File: src/rtl/pc_run_controller_if.sv
// ---------------------------------------------------------------------------
// pc_run_controller_if
//   Instruction-fetch handshake between the PC/run controller and the
//   instruction memory.
//
//   Handshake: the master holds fetch_req high with a stable fetch_addr until
//   the slave answers with fetch_ack. The instruction is taken in the cycle
//   where fetch_req and fetch_ack are both high. fetch_ack may be high in the
//   first request cycle. fetch_ack seen while fetch_req is low is ignored.
//
//   Signals:
//     fetch_req  (master -> slave)  fetch request
//     fetch_addr (master -> slave)  address to fetch, ADDR_W bits
//     fetch_ack  (slave -> master)  instruction valid for fetch_addr
// ---------------------------------------------------------------------------
interface pc_run_controller_if #(
    parameter int ADDR_W = 32
);
    logic              fetch_req;
    logic [ADDR_W-1:0] fetch_addr;
    logic              fetch_ack;

    modport master (output fetch_req, output fetch_addr, input fetch_ack);
    modport slave  (input fetch_req, input fetch_addr, output fetch_ack);
endinterface

File: src/rtl/pc_run_controller.sv
// ---------------------------------------------------------------------------
// pc_run_controller
//   Owns the program counter and sequences instructions through a
//   HALTED -> FETCH -> EXEC loop. Supports free-run, single-step and
//   address breakpoints. commit is high for exactly the one EXEC cycle of each
//   retired instruction and gates register-file / data-memory writes.
//
//   Optional feature (macro PC_RUN_TRACE_EN): 4-entry history of retired PCs
//   with ports trace_idx, trace_pc and trace_valid_cnt.
//
//   Ports:
//     clk, reset         clock, synchronous active-high reset
//     run_en             level: 1 = free-run, 0 = halt after current instr
//     step_req           pulse: execute one instruction while halted
//     halt_req           pulse: stop after the current instruction
//     fetch_bus          fetch handshake (fetch_req/fetch_addr/fetch_ack)
//     branch_taken/_target, jump/jump_target, jr/jr_target  next-PC sources
//     commit             instruction at pc retires this cycle
//     pc, pc_link        current PC and pc+PC_INC
//     bkpt_addr/bkpt_en  breakpoint slots; bkpt_hit sticky per-slot flags
//     halted             controller is in HALTED
//     retired_count      saturating count of commits
//     state_dbg          current FSM state (0 HALTED, 1 FETCH, 2 EXEC)
// ---------------------------------------------------------------------------
module pc_run_controller #(
    parameter int                ADDR_W   = 32,
    parameter int                PC_INC   = 2,
    parameter logic [ADDR_W-1:0] RESET_PC = '0,
    parameter int                NUM_BKPT = 2,
    parameter int                CNT_W    = 32
) (
    input  logic                         clk,
    input  logic                         reset,
    input  logic                         run_en,
    input  logic                         step_req,
    input  logic                         halt_req,
    pc_run_controller_if.master          fetch_bus,
    input  logic                         branch_taken,
    input  logic [ADDR_W-1:0]            branch_target,
    input  logic                         jump,
    input  logic [ADDR_W-1:0]            jump_target,
    input  logic                         jr,
    input  logic [ADDR_W-1:0]            jr_target,
    output logic                         commit,
    output logic [ADDR_W-1:0]            pc,
    output logic [ADDR_W-1:0]            pc_link,
    input  logic [NUM_BKPT*ADDR_W-1:0]   bkpt_addr,
    input  logic [NUM_BKPT-1:0]          bkpt_en,
    output logic [NUM_BKPT-1:0]          bkpt_hit,
    output logic                         halted,
    output logic [CNT_W-1:0]             retired_count,
`ifdef PC_RUN_TRACE_EN
    input  logic [1:0]                   trace_idx,
    output logic [ADDR_W-1:0]            trace_pc,
    output logic [2:0]                   trace_valid_cnt,
`endif
    output logic [1:0]                   state_dbg
);

    typedef enum logic [1:0] {
        S_HALTED = 2'd0,
        S_FETCH  = 2'd1,
        S_EXEC   = 2'd2
    } state_t;

    typedef enum logic {
        M_RUN  = 1'b0,
        M_STEP = 1'b1
    } mode_t;

    localparam logic [ADDR_W-1:0] PC_INC_W = ADDR_W'(PC_INC);

    state_t              state;
    mode_t               mode;
    logic                skip_bkpt;   // suppress breakpoint check on resume
    logic                halt_pend;   // halt_req seen during FETCH/EXEC
    logic                first_fetch; // current cycle is first FETCH cycle
    logic [NUM_BKPT-1:0] bkpt_match;
    logic                bkpt_stop;
    logic [ADDR_W-1:0]   next_pc;

    assign state_dbg = state;
    assign pc_link   = pc + PC_INC_W;

    always_comb begin
        bkpt_match = '0;
        for (int i = 0; i < NUM_BKPT; i++) begin
            bkpt_match[i] = bkpt_en[i] && (bkpt_addr[i*ADDR_W +: ADDR_W] == pc);
        end
    end

    // A breakpoint only fires on the first FETCH cycle of a running
    // instruction that was not just resumed from HALTED.
    assign bkpt_stop = (state == S_FETCH) && first_fetch && (mode == M_RUN)
                       && !skip_bkpt && (|bkpt_match);

    // The request is withdrawn in the cycle a breakpoint fires so the
    // breakpointed instruction is never fetched.
    assign fetch_bus.fetch_req  = (state == S_FETCH) && !bkpt_stop;
    assign fetch_bus.fetch_addr = pc;

    always_comb begin
        if (jr)                next_pc = jr_target;
        else if (jump)         next_pc = jump_target;
        else if (branch_taken) next_pc = branch_target;
        else                   next_pc = pc + PC_INC_W;
    end

    always_ff @(posedge clk) begin
        if (reset) begin
            state         <= S_HALTED;
            mode          <= M_RUN;
            pc            <= RESET_PC;
            commit        <= 1'b0;
            halted        <= 1'b1;
            bkpt_hit      <= '0;
            retired_count <= '0;
            skip_bkpt     <= 1'b1;
            halt_pend     <= 1'b0;
            first_fetch   <= 1'b0;
        end else begin
            case (state)
                S_HALTED: begin
                    if (step_req || run_en) begin
                        state       <= S_FETCH;
                        mode        <= step_req ? M_STEP : M_RUN;
                        bkpt_hit    <= '0;
                        skip_bkpt   <= 1'b1;
                        halted      <= 1'b0;
                        first_fetch <= 1'b1;
                    end
                end
                S_FETCH: begin
                    first_fetch <= 1'b0;
                    if (halt_req) halt_pend <= 1'b1;
                    if (bkpt_stop) begin
                        bkpt_hit  <= bkpt_hit | bkpt_match;
                        state     <= S_HALTED;
                        halted    <= 1'b1;
                        halt_pend <= 1'b0;
                    end else if (fetch_bus.fetch_ack) begin
                        state  <= S_EXEC;
                        commit <= 1'b1;
                    end
                end
                S_EXEC: begin
                    commit    <= 1'b0;
                    pc        <= next_pc;
                    skip_bkpt <= 1'b0;
                    if (retired_count != {CNT_W{1'b1}}) begin
                        retired_count <= retired_count + CNT_W'(1);
                    end
                    if ((mode == M_STEP) || !run_en || halt_pend || halt_req) begin
                        state     <= S_HALTED;
                        halted    <= 1'b1;
                        halt_pend <= 1'b0;
                    end else begin
                        state       <= S_FETCH;
                        first_fetch <= 1'b1;
                    end
                end
                default: begin
                    state  <= S_HALTED;
                    halted <= 1'b1;
                    commit <= 1'b0;
                end
            endcase
        end
    end

`ifdef PC_RUN_TRACE_EN
    logic [ADDR_W-1:0] trace_mem [4];
    logic [1:0]        trace_wr_ptr;

    // trace_wr_ptr points at the next slot to write, so the most recent
    // entry sits one below it.
    assign trace_pc = trace_mem[trace_wr_ptr - 2'd1 - trace_idx];

    always_ff @(posedge clk) begin
        if (reset) begin
            for (int i = 0; i < 4; i++) trace_mem[i] <= RESET_PC;
            trace_wr_ptr    <= '0;
            trace_valid_cnt <= '0;
        end else if (commit) begin
            trace_mem[trace_wr_ptr] <= pc;
            trace_wr_ptr            <= trace_wr_ptr + 2'd1;
            if (trace_valid_cnt != 3'd4) trace_valid_cnt <= trace_valid_cnt + 3'd1;
        end
    end
`endif

endmodule

File: src/flat_wrapper.sv
// flat-port wrapper written by rule: the top's interface ports become plain ports
module pc_run_controller_flat 
#(
    parameter int                ADDR_W   = 32,
    parameter int                PC_INC   = 2,
    parameter logic [ADDR_W-1:0] RESET_PC = '0,
    parameter int                NUM_BKPT = 2,
    parameter int                CNT_W    = 32
)
  (clk, reset, run_en, step_req, halt_req, branch_taken, branch_target, jump, jump_target, jr, jr_target, commit, pc, pc_link, bkpt_addr, bkpt_en, bkpt_hit, halted, retired_count, state_dbg, fetch_bus_fetch_req, fetch_bus_fetch_addr, fetch_bus_fetch_ack);
  pc_run_controller_if #(.ADDR_W(ADDR_W)) fetch_bus_i ();
  input  logic clk;
  input  logic reset;
  input  logic run_en;
  input  logic step_req;
  input  logic halt_req;
  input  logic branch_taken;
  input  logic [ADDR_W-1:0] branch_target;
  input  logic jump;
  input  logic [ADDR_W-1:0] jump_target;
  input  logic jr;
  input  logic [ADDR_W-1:0] jr_target;
  output logic commit;
  output logic [ADDR_W-1:0] pc;
  output logic [ADDR_W-1:0] pc_link;
  input  logic [NUM_BKPT*ADDR_W-1:0] bkpt_addr;
  input  logic [NUM_BKPT-1:0] bkpt_en;
  output logic [NUM_BKPT-1:0] bkpt_hit;
  output logic halted;
  output logic [CNT_W-1:0] retired_count;
  output logic [1:0] state_dbg;
  output wire logic [$bits(fetch_bus_i.fetch_req)-1:0] fetch_bus_fetch_req;
  output wire logic [$bits(fetch_bus_i.fetch_addr)-1:0] fetch_bus_fetch_addr;
  input wire logic [$bits(fetch_bus_i.fetch_ack)-1:0] fetch_bus_fetch_ack;
  assign fetch_bus_fetch_req = fetch_bus_i.fetch_req;
  assign fetch_bus_fetch_addr = fetch_bus_i.fetch_addr;
  assign fetch_bus_i.fetch_ack = fetch_bus_fetch_ack;
  pc_run_controller #(.ADDR_W(ADDR_W), .PC_INC(PC_INC), .RESET_PC(RESET_PC), .NUM_BKPT(NUM_BKPT), .CNT_W(CNT_W)) u_core (.clk(clk), .reset(reset), .run_en(run_en), .step_req(step_req), .halt_req(halt_req), .fetch_bus(fetch_bus_i), .branch_taken(branch_taken), .branch_target(branch_target), .jump(jump), .jump_target(jump_target), .jr(jr), .jr_target(jr_target), .commit(commit), .pc(pc), .pc_link(pc_link), .bkpt_addr(bkpt_addr), .bkpt_en(bkpt_en), .bkpt_hit(bkpt_hit), .halted(halted), .retired_count(retired_count), .state_dbg(state_dbg));
endmodule
File: config.mk
export PLATFORM = sky130hd
export DESIGN_NAME = pc_run_controller_flat
export DESIGN_NICKNAME = d
export VERILOG_FILES = /design/src/rtl/pc_run_controller_if.sv /design/src/rtl/pc_run_controller.sv /design/src/flat_wrapper.sv
export SDC_FILE = /design/constraint.sdc
export NUM_CORES = 1
export LEC_CHECK = 0
export BUFFER_PORTS_ARGS = -buffer_cell sky130_fd_sc_hd__buf_2
export CAP_MARGIN = 20
export CORE_UTILIZATION = 42
export CTS_CLUSTER_SIZE = 14
export DETAILED_ROUTE_END_ITERATION = 12
export HOLD_SLACK_MARGIN = 0.02
export PLACE_DENSITY_LB_ADDON = 0.08
export SYNTH_ARGS = -nofsm -noshare
export SYNTH_HDL_FRONTEND = slang
export SYNTH_SLANG_ARGS = --single-unit
export TNS_END_PERCENT = 30
File: constraint.sdc
create_clock -name clk -period 2.01 [get_ports clk]
set_input_delay 0.201 -clock clk [delete_from_list [all_inputs] [get_ports clk]]
set_output_delay 0.201 -clock clk [all_outputs]
set_load 0.005 [all_outputs]
==> results of run 1 <==
[power by group through the flow]
stage               registers, W  logic, W  clock network, W
floorplan                0.00156  0.000414                 0
global placement         0.00157  0.000827                 0
detailed placement       0.00157  0.000827                 0
CTS                      0.00154  0.000869           0.00156
global route             0.00154  0.000972           0.00163
finish                   0.00154  0.000907           0.00154
[logic make-up after synthesis]
logic type,Yosys count
simple gates,274
buf+inv,107
mux,8
compound gates,160
fa+ha+maj,2
flops,74
xor+xnor,119
[cells in the mapped netlist, drive strengths merged, types with 6 or more instances]
cell / number
xnor2: 93
dfxtp: 74
nor2: 72
nand2: 63
buf: 61
o21ai: 52
a21oi: 38
clkbuf: 31
nand4: 31
nand3: 27
nor3: 27
xor2: 26
inv: 15
and3: 12
a22oi: 11
a221oi: 10
nor4: 10
a211oi: 9
o211ai: 8
or3: 7
a21boi: 6
and4: 6
mux2i: 6
[flip-flops by register name, summed over array words and instances (netlist names)]
signal / count
u_core.first_fetch: 1
u_core.state_dbg: 2
u_core.commit: 1
u_core.retired_count: 32
u_core.bkpt_hit: 2
u_core.halted: 1
u_core.skip_bkpt: 1
u_core.mode: 1
u_core.halt_pend: 1
u_core.fetch_bus.fetch_addr: 32
[timing repair]
item / 4_1_cts / 5_1_grt
buffers inserted: 14 / 10
resized for setup: 77 / 37
endpoints found under the setup margin: 27 / 39
pin swaps: 25 / 24
[metrics by stage]
step                      cell area, um^2  hold WS [ns]  cells
after floorplan                      5770         0.345    744
after global placement               7810         0.434   1236
after detailed placement             7810         0.442   1236
after CTS                            8500         0.113   1266
after global routing                 8760         0.133   1277
final                                8760         0.119   1277
[worst max-delay path: cells and delay by family, from the launching register on]
family	cells	cell delay, ns
xor gates and xnor gates	1	0.14
buffers and inverters	2	0.26
DFF	1	0.36
and+or+nand+nor	4	0.96
[area by class of cell]
class	instances	area share
timing repair buffer	432	0.296
multi-input combinational	563	0.465
sequential	74	0.176
inverter	15	0.00643
antenna	1	0.000286
clock inverter	7	0.00600
tap	176	0.0251
clock buffer	9	0.0257
[metal layers]
metal | track usage | wire length (um)
met5 | 0 | 0
met4 | 0.139 | 827
met3 | 0.0829 | 2150
met2 | 0.573 | 11800
met1 | 0.391 | 9120
[worst paths after layout]
check | to | cells after the start | slack [ns]
min | u_core.mode | 3 | 0.12
min reg2reg | u_core.bkpt_hit[0] | 2 | 0.45
max | fetch_bus_fetch_req | 7 | -0.25
max reg2reg | u_core.state_dbg[0] | 10 | -0.07
[placed cells by master (no fill, tap or decap), types with 5 or more instances in the layout]
master     netlist  layout
nor3_1          26      22
buf_6            2      13
nor2_1          70      67
a22oi_1         11      11
nand2_1         62      58
buf_2           14     303
nand4_1         28      28
xnor2_1         92      73
o21ai_0         48      48
xor2_1          24      23
and4_1           6       5
nand3_1         25      21
inv_1           15      15
dfxtp_1         74      48
mux2i_1          6       6
clkbuf_16        0       9
and3_1          12      10
dfxtp_4          0      11
or3_1            6       6
o211ai_1         7       7
buf_4           40     111
a211oi_1         7       6
dfxtp_2          0      15
a21oi_1         37      37
nor4_4           3       5
xnor2_2          1      18
a221oi_1         8       8
==> results.cfg, run 1 <==
[logic_synthesis]
seq_area_frac_synth = 0.257
synth_compound_area_frac = 0.180
ys.flop_type = dfxtp_1
synth_enable_flop_cells = 0
synthCells = 744
synth_seq_cells = 74
synthXorXnorAreaFrac = 0.184
postSynthAreaPerCell_um2 = 7.76
async_reset_ff_frac = 0
synth-simple-area-share = 0.259
synthTopCellsByArea = dfxtp_1 26%, xnor2_1 14%, buf_4 5.2%, nor2_1 4.6%, o21ai_0 4.2%
syn_nets = 917
netlist.area_leader.share = 0.257
syn_area_um2 = 5770
synth_fa_ha_area_frac = 0.00434
ys_types = 71
ys.warnings.count = 0
synth_top_family_by_area = simple AND/OR/NAND/NOR gates
synthMuxAreaShare = 0.0143
yosysTopAreaCell = dfxtp_1

[finish]
drive_above_1_share = 0.503
final_core_util = 0.656
nets = 1268
multi_input_area_um2 = 4070
seq_area_um2 = 1540
area_growth_pct = 51.8
nFillCells = 1205

[timing]
finClkSkew_ns = 0.00903
hold_viol = 0
slew_headroom = 0.698
setup_viol = 23
fin_ws_ns = -0.247
post-route-period-util = 1.12
clock.fmax_mhz = 443
rsz0062_at_grt = yes
fin_crit_ns = 2.26
drv_slew = 0
worst_pin_slew_ns = 0.453
setup_tns_ns = -2.24

[die]
die_y_um = 119
die_w_um = 119
start_util = 0.432
rows = 42
die_area_um2 = 14200
core_um2 = 13300
ios = 306

[worst_setup_path]
cp-end-kind = output pin
path_cells = buf_8 > xnor2_2 > nand4_1 > nor4_2 > nand3_1 > and3_4 > buf_2
max_stage_delay_ns = 0.37
crit_arrival_ns = 2.06
start_kind = flip-flop
crit_type = reg -> out
required_ns = 1.81
cp_slowest_cell = nor4_2
r2r-start = u_core.fetch_bus.fetch_addr[12]
crit_fanout = 5
crit_path_start = u_core.fetch_bus.fetch_addr[12]

[run_status]
violations = setup timing
status = finished with violations

[clocking]
hold_buffers = 0
path_clk_slew_ns = 0.07
numCtsBuffers = 9
clock_latency_ns = 0.35
htreeDepth = 3
cts_tree = done
cts-root-buf = clkbuf_16
cts_buffer_depth = 2
clock-sinks = 74

[drt]
first_iter_violations = 438
vias = 6902
drc = 0
wl_per_cell_um = 18.7
antenna_left = 0
routed_wirelength_um = 23900
viasPerCell = 5.40
drtPass1Iterations = 5

[power]
pwr-share-seq = 0.386
p_switching_w = 0.00119
p_leak_nw = 4.17
power_w = 0.00398
swShare = 0.300
intPower_w = 0.00279
p_per_area_nw_per_um2 = 454
ir_drop_uv = 346
power.clock.fraction = 0.386
combinationalPowerShare = 0.228

[placement]
io_buffer_count = 305
place_ws_ns = -0.0943
place_congestion = 0.923
dpl.hpwl_um = 18500

[global_route]
grt_use_total = 0.333
grt_pass1_wl_um = 36000
antenna_found_initial = 1
grt_max_degree = 42
gr-total-overflow = 0
grt_pass1_vias = 6581

[run]
drv_cap = 0

[hold_path]
hp-class = in -> reg
hold_start = step_req
Note: power is estimated with default switching activity, not from simulation.
==> run 2: changes to the inputs <==
--- a/config.mk
+++ b/config.mk
@@ -5,9 +5,10 @@
 export SDC_FILE = /design/constraint.sdc
 export NUM_CORES = 1
 export LEC_CHECK = 0
+export ABC_AREA = 1
 export BUFFER_PORTS_ARGS = -buffer_cell sky130_fd_sc_hd__buf_2
 export CAP_MARGIN = 20
-export CORE_UTILIZATION = 42
+export CORE_UTILIZATION = 44
 export CTS_CLUSTER_SIZE = 14
 export DETAILED_ROUTE_END_ITERATION = 12
 export HOLD_SLACK_MARGIN = 0.02
==> run 2 against run 1 <==
The run still ends with setup timing left. Synthesized area grew 19%. Final cell count up 36%. Total power up 7.0%. Critical path type unchanged. Largest cell class unchanged. Via count rose by 30%. Cell area grew 15%. Sequential cell count stayed put. Sequential power hardly changed. Maximum frequency is 4.3% higher. Non-clock buffer count rose by 15.
==> results.cfg, run 2 <==
[drt]
routed_wirelength_um = 27800
viasPerCell = 5.17
drc = 0
wl_per_cell_um = 16.0
vias = 8962
first_iter_violations = 698
drtPass1Iterations = 5
antenna_left = 0

[worst_setup_path]
required_ns = 1.81
start_kind = flip-flop
reg2reg_to = u_core.bkpt_hit[0]
cp_slowest_cell = dfxtp_4
cp-end-kind = output pin
critPathBufInv = 1
path_depth = 9
crit_arrival_ns = 1.96
crit_fanout = 4
crit_family = simple AND/OR/NAND/NOR gates
path_cells = ha_4 > nand2_4 > nor2_4 > nand2_4 > nor2_8 > nand4_4 > nor2_4 > xor2_2 > buf_2
crit_type = reg -> out
max_stage_delay_ns = 0.39
rr_worst_depth = 16
r2r-start = u_core.fetch_bus.fetch_addr[2]
ff2ff_setup_slack_ns = -0.02

[finish]
layout_common_cells = 331 x nand2_1, 304 x buf_2, 139 x inv_1, 124 x buf_4, 91 x nor2_1
final_common_cell = nand2_1
drive_above_1_share = 0.392
nFillCells = 1438
multi_input_area_um2 = 4740
nets = 1711
seq_area_um2 = 1540
area_growth_pct = 46.8

[clocking]
hold_buffers = 0
cts_buffer_depth = 2
cts-root-buf = clkbuf_16
cts_tree = done
htreeDepth = 3
numCtsBuffers = 9
clock-sinks = 74
path_clk_slew_ns = 0.06
clock_latency_ns = 0.35

[timing]
worst_pin_slew_ns = 0.552
setup_tns_ns = -1.25
slew_headroom = 0.632
rsz0062_at_grt = yes
setup_viol = 18
clock.fmax_mhz = 462
finClkSkew_ns = 0.00987
post-route-period-util = 1.08
hold_viol = 0
drv_slew = 0
fin_ws_ns = -0.153
fin_crit_ns = 2.16
whs_ns = 0.131

[global_route]
antenna_found_initial = 4
grt_use_total = 0.338
gr-total-overflow = 0
grt_pass1_vias = 8361
grt_max_degree = 40
grt_pass1_wl_um = 42600

[logic_synthesis]
seq_area_frac_synth = 0.215
synthTopCellsByArea = dfxtp_1 22%, nand2_1 19%, inv_1 8.2%, a21oi_1 6.3%, nor2_1 5.9%
ys.flop_type = dfxtp_1
synth_common_cells = 355 x nand2_1, 150 x inv_1, 109 x nor2_1, 87 x a21oi_1, 74 x dfxtp_1
post-synth-top-count-cell = nand2_1
syn_nets = 1335
synth_seq_cells = 74
netlist.area_leader.share = 0.215
syn_area_um2 = 6880
postSynthAreaPerCell_um2 = 5.92
synthCells = 1162
yosysTopAreaCell = dfxtp_1
ys.warnings.count = 0
async_reset_ff_frac = 0
ys_types = 47
synth_enable_flop_cells = 0

[hold_path]
hold_start = jr_target[15]
min_to = u_core.fetch_bus.fetch_addr[15]
whs_path_depth = 3
hp-class = in -> reg

[placement]
dpl.hpwl_um = 21700
io_buffer_count = 305
place_ws_ns = -0.0179
place_congestion = 0.959

[run_status]
status = finished with violations
violations = setup timing

[die]
core_um2 = 15200
rows = 45
start_util = 0.452
ios = 306
die_y_um = 127
die_area_um2 = 16100
die_w_um = 127

[power]
swShare = 0.296
combinationalPowerShare = 0.226
p_switching_w = 0.00126
ir_drop_uv = 396
p_per_area_nw_per_um2 = 422
p_leak_nw = 5.09
intPower_w = 0.00300
power.clock.fraction = 0.414
pwr-share-seq = 0.360

[run]
drv_cap = 0
## run 2: cell types whose count changed after synthesis, sizes merged, moves of 11 or more
cell	change
xnor2	-60
nand2	+296
a22oi	-11
nor2	+44
nand3	+18
a21oi	+50
inv	+139
## run 2: cell type report
cell class,instances,share of cell area
clock buffers,9,0.0223
clock inverters,5,0.00806
well taps,188,0.0233
flip-flops and latches,74,0.153
diodes,3,0.000744
inverters,155,0.0586
multi-input cells,851,0.469
repair buffers,447,0.265
## run 2: logic make-up after synthesis
logic type / Yosys count / share of synthesized area
adders and majority gates: 2 / 0.00364
and+or+nand+nor: 600 / 0.378
AOI/OAI and AO/OA: 183 / 0.150
xor gates and xnor gates: 66 / 0.0873
buffers and inverters: 237 / 0.166
DFF: 74 / 0.215
## run 2: tightest hold or removal path: stages
cell and delay [ns]:
buf_2 0.09, o21ai_1 0.05, a21oi_1 0.10
## run 2: worst max-delay path by stage
stage	startpoint	end	slack, ns
global placement	u_core.fetch_bus.fetch_addr[3]	fetch_bus_fetch_req	-0.01
finish	u_core.fetch_bus.fetch_addr[2]	pc_link[27]	-0.15
CTS	u_core.fetch_bus.fetch_addr[1]	pc_link[27]	-0.14
detailed placement	u_core.fetch_bus.fetch_addr[3]	fetch_bus_fetch_req	-0.02
global route	u_core.fetch_bus.fetch_addr[3]	fetch_bus_fetch_req	-0.21
floorplan	u_core.retired_count[0]	u_core.retired_count[0]	0.18
## run 2: timing repair
action,in CTS,in global routing
setup endpoints to repair,25,53
gates resized for setup,79,93
buffers inserted,22,14
pin swaps,24,50
## run 2: power groups by stage
stage	logic, W	registers (W)	clock network [W]
CTS	0.000917	0.00153	0.00178
global route	0.00106	0.00154	0.00182
detailed placement	0.000883	0.00157	0
global placement	0.000880	0.00157	0
finish	0.000963	0.00153	0.00176
floorplan	0.000486	0.00156	0
## run 2: routing by layer
metal  track usage  up-vias  part of all wire
met5             0        -           0.00029
met4         0.136        2             0.041
met3        0.0704       77             0.072
met2         0.594      392              0.48
met1         0.401     4075              0.40
li1              -     4416                 -
## run 2: through the flow
step	power, W	cell area (um^2)	cells	util
3_3_place_gp	0.00245	8950	1686	0.589
3_5_place_dp	0.00245	8950	1686	0.589
5_1_grt	0.00442	10100	1730	0.664
6_report	0.00426	10100	1732	0.664
4_1_cts	0.00423	9680	1721	0.637
2_1_floorplan	0.00205	6880	1162	-
